$ cat config.mk
export PLATFORM = sky130hd
export DESIGN_NAME = mmio_port_responder
export DESIGN_NICKNAME = d
export VERILOG_FILES = /design/src/rtl/mmio_port_responder.sv
export SDC_FILE = /design/constraint.sdc
export NUM_CORES = 1
export LEC_CHECK = 0
export ABC_AREA = 1
export ABC_CLOCK_PERIOD_IN_PS = 2100
export BUFFER_PORTS_ARGS = -buffer_cell sky130_fd_sc_hd__buf_2
export CAP_MARGIN = 0
export CORE_MARGIN = 2
export CORE_UTILIZATION = 52
export CTS_BUF_LIST = sky130_fd_sc_hd__clkbuf_8
export DETAILED_ROUTE_END_ITERATION = 16
export PLACE_DENSITY = 0.82
export SLEW_MARGIN = 0
export SYNTH_ARGS = -nofsm -noshare
export SYNTH_HDL_FRONTEND = slang
export SYNTH_SLANG_ARGS = --single-unit
$ cat constraint.sdc
create_clock -name clk -period 2.1 [get_ports clk]
set_clock_uncertainty 0.15 [all_clocks]
set_input_delay 0.42 -clock clk [delete_from_list [all_inputs] [get_ports clk]]
set_output_delay 0.42 -clock clk [all_outputs]
set_load 0.005 [all_outputs]
$ cat src/rtl/mmio_port_responder.sv
// Memory-mapped I/O responder for the MEM-stage data bus.
// It owns the PortOut register, a two-flop synchronized PortIn, and a small
// FIFO that records every change seen on the synchronized input.
//
// Register window (word offset = Address[3:2]):
//   0x0 OUT    r/w   output port
//   0x4 IN     r     synchronized PortIn, zero-extended
//   0x8 STATUS r/w1c bit0 not empty, bit1 full, bit2 overflow (sticky, W1C),
//                    bits[7:4] count
//   0xC POP    r     oldest event, popped at the edge that ends the load
module mmio_port_responder #(
    parameter logic [31:0] IO_BASE    = 32'hFFFF_0000,
    parameter int          FIFO_DEPTH = 4,
    parameter int          IN_WIDTH   = 8
) (
    input  logic                clk,
    input  logic                reset,
    input  logic [31:0]         Address,
    input  logic [31:0]         WriteData,
    input  logic                MemWrite,
    input  logic                MemRead,
    input  logic [IN_WIDTH-1:0] PortIn,
    output logic [31:0]         ReadData,
    output logic                IOHit,
    output logic [31:0]         PortOut,
    output logic                EventPending
);

    localparam int PTR_W = $clog2(FIFO_DEPTH);
    localparam int CNT_W = PTR_W + 1;

    localparam logic [1:0] OFF_OUT    = 2'd0;
    localparam logic [1:0] OFF_IN     = 2'd1;
    localparam logic [1:0] OFF_STATUS = 2'd2;
    localparam logic [1:0] OFF_POP    = 2'd3;

    logic [1:0]          regOffset;
    logic                rdAccess;
    logic                wrAccess;

    logic [IN_WIDTH-1:0] syncStage1;
    logic [IN_WIDTH-1:0] syncStage2;
    logic [IN_WIDTH-1:0] prevIn;

    logic [IN_WIDTH-1:0] fifoMem [FIFO_DEPTH];
    logic [PTR_W-1:0]    wrPtr;
    logic [PTR_W-1:0]    rdPtr;
    logic [CNT_W-1:0]    count;
    logic                overflow;

    logic                fifoFull;
    logic                fifoEmpty;
    logic                pushReq;
    logic                pushDo;
    logic                popDo;
    logic                ovfSet;
    logic                ovfClr;
    logic [31:0]         statusWord;

    assign IOHit     = (Address[31:4] == IO_BASE[31:4]);
    assign regOffset = Address[3:2];
    assign rdAccess  = MemRead & IOHit;
    assign wrAccess  = MemWrite & IOHit;

    assign fifoFull  = (count == CNT_W'(FIFO_DEPTH));
    assign fifoEmpty = (count == '0);

    // A pop on an empty FIFO is a no-op; a push while full only lands if a
    // pop frees a slot in the same edge, otherwise it is dropped and flagged.
    assign pushReq = (syncStage2 != prevIn);
    assign popDo   = rdAccess & (regOffset == OFF_POP) & ~fifoEmpty;
    assign pushDo  = pushReq & (~fifoFull | popDo);
    assign ovfSet  = pushReq & fifoFull & ~popDo;
    assign ovfClr  = wrAccess & (regOffset == OFF_STATUS) & WriteData[2];

    assign EventPending = ~fifoEmpty;

    // Output port register, written by stores to offset 0.
    always_ff @(posedge clk or negedge reset) begin
        if (!reset) begin
            PortOut <= '0;
        end else if (wrAccess && (regOffset == OFF_OUT)) begin
            PortOut <= WriteData;
        end
    end

    // Two-flop synchronizer plus the previous-value register for change detect.
    always_ff @(posedge clk or negedge reset) begin
        if (!reset) begin
            syncStage1 <= '0;
            syncStage2 <= '0;
            prevIn     <= '0;
        end else begin
            syncStage1 <= PortIn;
            syncStage2 <= syncStage1;
            prevIn     <= syncStage2;
        end
    end

    // FIFO storage; contents are only observable while count is non-zero,
    // so the array itself needs no reset.
    always_ff @(posedge clk) begin
        if (pushDo) begin
            fifoMem[wrPtr] <= syncStage2;
        end
    end

    // FIFO pointers, occupancy and sticky overflow (set beats clear).
    always_ff @(posedge clk or negedge reset) begin
        if (!reset) begin
            wrPtr    <= '0;
            rdPtr    <= '0;
            count    <= '0;
            overflow <= 1'b0;
        end else begin
            if (pushDo) begin
                wrPtr <= wrPtr + PTR_W'(1);
            end
            if (popDo) begin
                rdPtr <= rdPtr + PTR_W'(1);
            end
            case ({pushDo, popDo})
                2'b10:   count <= count + CNT_W'(1);
                2'b01:   count <= count - CNT_W'(1);
                default: count <= count;
            endcase
            if (ovfSet) begin
                overflow <= 1'b1;
            end else if (ovfClr) begin
                overflow <= 1'b0;
            end
        end
    end

    // STATUS word assembled from registered FIFO state.
    always_comb begin
        statusWord              = '0;
        statusWord[0]           = ~fifoEmpty;
        statusWord[1]           = fifoFull;
        statusWord[2]           = overflow;
        statusWord[4 +: CNT_W]  = count;
    end

    // Combinational load data; zero unless this block is the load target.
    always_comb begin
        ReadData = '0;
        if (rdAccess) begin
            case (regOffset)
                OFF_OUT:    ReadData = PortOut;
                OFF_IN:     ReadData = 32'(syncStage2);
                OFF_STATUS: ReadData = statusWord;
                OFF_POP:    ReadData = fifoEmpty ? 32'd0 : 32'(fifoMem[rdPtr]);
                default:    ReadData = '0;
            endcase
        end
    end

endmodule

==> results of run 1 <==
==> registers in the layout (all words and copies together), names as in the netlist <==
| register | cells |
|---|---|
| PortOut | 32 |
| fifoMem | 32 |
| prevIn | 8 |
| syncStage1 | 8 |
| syncStage2 | 8 |
| count | 3 |
| rdPtr | 2 |
| wrPtr | 2 |
| overflow | 1 |
==> final cells by class <==
| type | instances | area [um2] |
|---|---|---|
| Sequential cell | 96 | 2570 |
| Fill cell | 451 | 1710 |
| Multi-Input combinational cell | 243 | 1650 |
| Timing Repair Buffer | 194 | 1370 |
| Inverter | 52 | 200 |
| Clock buffer | 10 | 138 |
| Tap cell | 102 | 128 |
| Clock inverter | 6 | 51.3 |
==> how the worst max path moves through the flow <==
stage / end / cells past startpoint / start / slack [ns]
2_1_floorplan: fifoMem[0][0] / 9 / Address[11] / 0.04
3_3_place_gp: ReadData[6] / 9 / Address[25] / -0.17
3_5_place_dp: ReadData[19] / 9 / Address[25] / -0.25
4_1_cts: ReadData[6] / 6 / count[2] / -0.20
5_1_grt: ReadData[5] / 7 / rdPtr[0] / -0.37
6_report: ReadData[5] / 6 / rdPtr[1] / -0.37
==> critical path, cell delays in order, from the launching register on <==
cell and delay [ns]:
dfrtp_2 0.46, buf_4 0.19, o21ai_0 0.10, o22ai_1 0.26, a22oi_2 0.10, a31oi_1 0.25
buf_2 0.17
==> layer usage <==
metal | up-vias | global-route usage [%]
met5 | - | 0
met4 | 0 | 18.6
met3 | 95 | 8.19
met2 | 357 | 47.9
met1 | 1886 | 34.0
li1 | 1716 | -
==> Yosys cell counts, types with 4 or more instances <==
master,number
mux2_1,8
o21ai_2,16
nand2_2,18
nand2_1,57
nor2_1,41
nor3_1,25
clkbuf_1,6
inv_1,48
dfrtp_1,64
o21ai_1,9
buf_6,4
o21ai_0,17
o22ai_1,7
edfxtp_1,32
inv_2,4
nand3_1,8
ha_1,4
xor2_1,7
a22oi_1,5
a31oi_1,8
==> power by group through the flow <==
stage               Sequential, W  Combinational, W  Clock, W
floorplan                 0.00201         0.0000526         0
global placement          0.00201          0.000196         0
detailed placement        0.00201          0.000203         0
CTS                       0.00197          0.000240   0.00117
global route              0.00197          0.000285   0.00128
finish                    0.00197          0.000263   0.00121
==> cell families after synthesis <==
| group | synth area share [%] |
|---|---|
| AO/OA/AOI/OAI | 9.88 |
| flip-flops | 60.4 |
| AND/OR/NAND/NOR | 17.0 |
| adder cells (fa/ha/maj) | 1.65 |
| multiplexers | 2.12 |
| buffers and inverters | 7.05 |
| XOR/XNOR | 1.86 |
==> repair_timing <==
action / in CTS / in global routing
endpoints found under the hold margin: 64 / 5
hold buffers: 1 / 5
setup endpoints to repair: 33 / 66
pin swaps: 18 / 6
gates resized for setup: 78 / 20
buffers inserted: 7 / 4
gates cloned: 3 / 0
==> metrics by stage <==
| step | setup WS, ns | power [W] | cell area (um2) | setup TNS (ns) | util (%) |
|---|---|---|---|---|---|
| after floorplan | 0.0408 | 0.00206 | 4240 | 0 | - |
| after global placement | -0.168 | 0.00220 | 5270 | -6.09 | 67.5 |
| after detailed placement | -0.250 | 0.00221 | 5270 | -7.02 | 67.5 |
| after CTS | -0.197 | 0.00337 | 5960 | -2.94 | 76.4 |
| after global routing | -0.372 | 0.00354 | 6100 | -9.15 | 78.2 |
| final | -0.366 | 0.00344 | 6100 | -5.97 | 78.2 |
==> qor.yml, run 1 <==
wl_per_cell_um: 19.7
r2r-start: "count[2]"
holdCritStartpoint: "PortIn[6]"
max-slew-margin-rel_pct: 45.1
final_cell_mix: "buf_2, dfrtp_1, nand2_1, inv_1, buf_4"
top_layer: "met4"
hold_violations: 0
clkPwrFrac_pct: 35.1
crit_fanout: 5
reg2reg_to: "fifoMem[1][1]"
wl_met3_um: 1510
clk_latency_ns: 0.37
hold_path_end: "syncStage1[6]"
cts_buffers: 9
synth_top_area_share_pct: 37.8
first_global_vias: 3918
antenna_found_initial: 0
coreArea_mm2: 0.00781
num_rows: 32
synth-seq-cells: 96
clock_sinks: 96
p_int_w: 0.00257
pwr-share-seq_pct: 57.2
status: "finished with violations"
drt_iter0_markers: 503
ff2ff_path_depth: 9
routed_wl_um: 13800
grt_max_degree: 65
p_leak_nw: 2.84
cap_violations: 0
hp-class: "in2reg"
die_area_mm2: 0.00889
power_switching_w: 0.000871
synth-async-reset-ratio_pct: 66.7
ant_nets: 0
timing.final.max_slew_violations: 0
die_y_um: 94.3
whs_path_depth: 1
drive_gt1_share_pct: 50.9
violations: "negative setup slack"
ys.flop_type: "dfrtp_1"
clock_path_buffers: 2
io_buffers: 139
synthTopCellsByArea: "dfrtp_1, edfxtp_1, nand2_1, inv_1, nor2_1"
finalNetCount: 677
combinationalPowerShare_pct: 7.7
syn-cell-area_mm2: 0.00424
yosysTopAreaCell: "dfrtp_1"
cp-end-kind: "output port"
final_common_cell: "buf_2"
num_io_pins: 142
rsz0062_at_grt: "yes"
path_class: "reg2out"
drtPass1Iterations: 5
gp_congestion: 0.888
power_density_mw_per_mm2: 563
viasPerCell: 5.77
wl_met1_um: 4550
finalSetupViolCount: 47
regToRegSetupSlack_ns: -0.02
fin_crit_ns: 2.47
finalNonFillerCells: 703
htreeDepth: 3
vias: 4054
start_util_pct: 54.3
ir_worst_vdd_mv: 0.462
syn_avg_cell_area_um2: 10.4
cts_tree: "built"
worst_slack_ns: -0.366
grt.total_usage_pct: 29.2
fmax_mhz: 406
sw_frac_of_total_pct: 25.3
root_buffer: "clkbuf_8"
worstPathArrival_ns: 1.90
die_w_um: 94.3
synth.yosys.seq_area_share_pct: 60.4
overflow: 0
start_kind: "flip-flop"
synth_warnings: 0
dp_hpwl_um: 7670
syn_to_final_growth_pct: 43.9
synth_edf_count: 32
worst_pin_slew_ns: 0.822
layout_worst_path_cycle_share_pct: 117
syn_nets: 487
grt_pass1_wl_um: 19300
synth_cells: 406
route.met2.wl_um: 6890
drc_errors: 0
placed_cells: 667
holdWs_ns: 0.00338
clkSlewWorstSetupHoldPaths_ns: 0.10
diodes: 0
yosysUniqueCellTypes: 33
cp.required_ns: 1.53
Note: power is estimated with default switching activity, not from simulation.
==> inputs of run 2 (changes only) <==
--- a/config.mk
+++ b/config.mk
@@ -13,7 +13,8 @@
 export CORE_UTILIZATION = 52
 export CTS_BUF_LIST = sky130_fd_sc_hd__clkbuf_8
 export DETAILED_ROUTE_END_ITERATION = 16
-export PLACE_DENSITY = 0.82
+export PLACE_DENSITY = 0.93
+export SETUP_SLACK_MARGIN = 0.15
 export SLEW_MARGIN = 0
 export SYNTH_ARGS = -nofsm -noshare
 export SYNTH_HDL_FRONTEND = slang
==> constraint.sdc (replaced) <==
create_clock -name clk -period 2.1 [get_ports clk]
set_clock_uncertainty 0.15 [all_clocks]
set_input_delay 0.42 -clock clk [delete_from_list [all_inputs] [get_ports clk]]
set_output_delay 0.42 -clock clk [all_outputs]
set_load 0.01 [all_outputs]
==> run 2 against run 1 <==
The flow still finishes with violations (negative setup slack). Global-route usage up 3.6 points. Die area unchanged. Sequential share of layout area down 5.3 points. Critical endpoint is now ReadData[31]. Wire length up 51%. Flip-flop and latch count unchanged. Largest power group unchanged. Clock power up 32%. Final cell count up 4.4%. Highest routed layer is now met5. Largest cell class unchanged.
==> qor.yml, run 2 (synthesis gave the netlist of run 1 again) <==
status: "finished with violations"  # unchanged
violations: "negative setup slack"  # unchanged
root_buffer: "clkbuf_8"  # unchanged
post-route-util_pct: 89.4  # was 78.2%
crit_path_cell_trace: "buf_2 -> nand2_2 -> inv_2 -> nand2_1 -> nor2_1 -> nand2_2 -> nor3_4 -> inv_2 -> buf_6 -> buf_12 -> nor3_4 -> buf_6"  # was buf_4 -> o21ai_0 -> o22ai_1 -> a22oi_2 -> a31oi_1 -> buf_2
clock_sinks: 96  # unchanged
critPathBufInv: 6  # was 2
cp.required_ns: 1.53  # about the same
ff2ff_path_depth: 13  # was 9
layout_worst_path_cycle_share_pct: 129  # was 117%
first_global_vias: 4114  # was 3918
worst_slack_ns: -0.605  # was -0.366 ns
grt_pass1_wl_um: 21200  # was 19300 um
cts_tree: "built"  # unchanged
routed_wl_um: 20800  # was 13800 um
fin_crit_ns: 2.70  # was 2.47 ns
timing.final.max_slew_violations: 0  # unchanged
antenna_found_initial: 2  # was 0
cp_top_family: "simple AND/OR/NAND/NOR gates"  # was compound AO/OA/AOI/OAI gates
num_rows: 32  # unchanged
r2r-start: "syncStage2[6]"  # was count[2]
ir_worst_vdd_mv: 0.605  # was 0.462 mV
dp_hpwl_um: 7810  # was 7670 um
start_util_pct: 54.3  # unchanged
htreeDepth: 3  # unchanged
power_density_mw_per_mm2: 554  # was 563 mW/mm2
p_leak_nw: 3.13  # was 2.84 nW
grt_max_degree: 65  # unchanged
overflow: 0  # unchanged
regToRegSetupSlack_ns: -0.15  # was -0.02 ns
drc_errors: 0  # unchanged
vias: 4774  # was 4054
fmax_mhz: 370  # was 406 MHz
die_area_mm2: 0.00889  # unchanged
gp_congestion: 0.946  # was 0.888
ant_nets: 0  # unchanged
num_io_pins: 142  # unchanged
grt.total_usage_pct: 32.9  # was 29.2%
worstPathArrival_ns: 2.13  # was 1.90 ns
cp-end-kind: "output port"  # unchanged
final_cell_mix: "buf_2, dfrtp_1, nand2_1, inv_1, buf_6"  # was buf_2, dfrtp_1, nand2_1, inv_1, buf_4
setup_tns_ns: -31.35  # was -5.97 ns
finalNetCount: 707  # was 677
rsz0062_at_grt: "yes"  # unchanged
path_class: "in2out"  # was reg2out
drtPass1Iterations: 12  # was 5
drive_gt1_share_pct: 58.8  # was 50.9%
path_depth: 12  # was 6
syn_to_final_growth_pct: 64.7  # was 43.9%
worst_pin_slew_ns: 0.433  # was 0.822 ns
clock_path_buffers: 2  # unchanged
cts_buffers: 9  # unchanged
cap_violations: 0  # unchanged
holdWs_ns: 0.0740  # was 0.00338 ns
top_regs: "PortOut: 32 flops, fifoMem: 32 flops"  # unchanged
finalSetupViolCount: 103  # was 47
crit_fanout: 6  # was 5
cpMaxStageDelayCell: "nor3_4"  # was dfrtp_2
hp-class: "in2reg"  # unchanged
reg2reg_to: "count[2]"  # was fifoMem[1][1]
hold_violations: 0  # unchanged
io_buffers: 139  # unchanged
crit_end: "ReadData[31]"  # was ReadData[5]
die_w_um: 94.3  # unchanged
final_common_cell: "buf_2"  # unchanged
setup.worst_path.start: "Address[19]"  # was rdPtr[1]
crit_path_max_incr_delay_ns: 0.32  # was 0.46 ns
viasPerCell: 6.50  # was 5.77
start_kind: "input port"  # was flip-flop
max-slew-margin-rel_pct: 71.1  # was 45.1%
drt_iter0_markers: 832  # was 503
wl_per_cell_um: 28.4  # was 19.7 um
clkSlewWorstSetupHoldPaths_ns: 0.13  # was 0.10 ns
die_y_um: 94.3  # unchanged
coreArea_mm2: 0.00781  # unchanged
clk_latency_ns: 0.38  # was 0.37 ns
-- run 2: changes by cell type in the layout (fill, tap and decap cells not counted), sizes merged, moves of 3 or more --
cell,previous run,this run
clkinv,3,0
dlygate4sd3,6,9
buf,188,208
clkbuf,10,16
bufinv,0,3
-- run 2: per-layer routing --
| metal | track usage, % | routed length, um | vias up |
|---|---|---|---|
| li1 | - | - | 1792 |
| met1 | 36.6 | 5790 | 2174 |
| met3 | 9.71 | 3230 | 252 |
| met5 | 0 | 27 | - |
| met2 | 56.3 | 9480 | 552 |
| met4 | 18.7 | 2300 | 4 |
-- run 2: stage by stage --
stage | cells | power [W] | instance area [um2] | setup WS [ns]
after global routing | 734 | 0.00394 | 6980 | -0.629
after detailed placement | 670 | 0.00222 | 5530 | -0.216
after floorplan | 406 | 0.00207 | 4450 | 0.0143
after global placement | 670 | 0.00221 | 5530 | -0.155
after CTS | 712 | 0.00373 | 6330 | -0.214
final | 734 | 0.00387 | 6980 | -0.605
-- run 2: final cells by class --
type,instances,area [um2]
repair buffers,224,1840
inverters,52,198
diodes,1,2.50
flip-flops and latches,96,2560
fillers,286,826
clock buffers,9,124
well taps,102,128
multi-input cells,243,2000
clock inverters,7,125
-- run 2: worst min path at each step --
| stage | from | endpoint | slack [ns] | cells after the start |
|---|---|---|---|---|
| after global routing | WriteData[25] | PortOut[25] | 0.08 | 3 |
| after CTS | WriteData[25] | PortOut[25] | 0.07 | 3 |
| after global placement | syncStage1[2] | syncStage2[2] | 0.18 | 0 |
| after detailed placement | syncStage1[3] | syncStage2[3] | 0.18 | 0 |
| final | WriteData[25] | PortOut[25] | 0.07 | 3 |
| after floorplan | reset | PortOut[0] | -0.03 | 0 |
-- run 2: power by group --
group	switching, W	internal (W)	total [W]
sequential	0.0000144	0.00196	0.00197
combinational	0.000175	0.000129	0.000304
clock	0.000786	0.000811	0.00160
-- run 2: worst reg2reg max path: stages (launching register included) --
cell and delay [ns]:
dfrtp_1 0.42, inv_1 0.07, nand2_1 0.06, nand2_1 0.06, nor2_2 0.14, nand3_2 0.11
nor2_4 0.19, nand3_2 0.12, fa_2 0.41, nand2_1 0.13, nand2_1 0.08, nand2_1 0.09
nand2_1 0.08, inv_1 0.09
-- run 2: repair_timing --
item                                   in CTS  in global routing
resized for setup                          77                 87
hold buffers                                9                  0
setup endpoints to repair                  47                104
pin swaps                                  19                 38
cloned                                      2                  9
endpoints found under the hold margin      72                  0
setup buffers                              15                 12
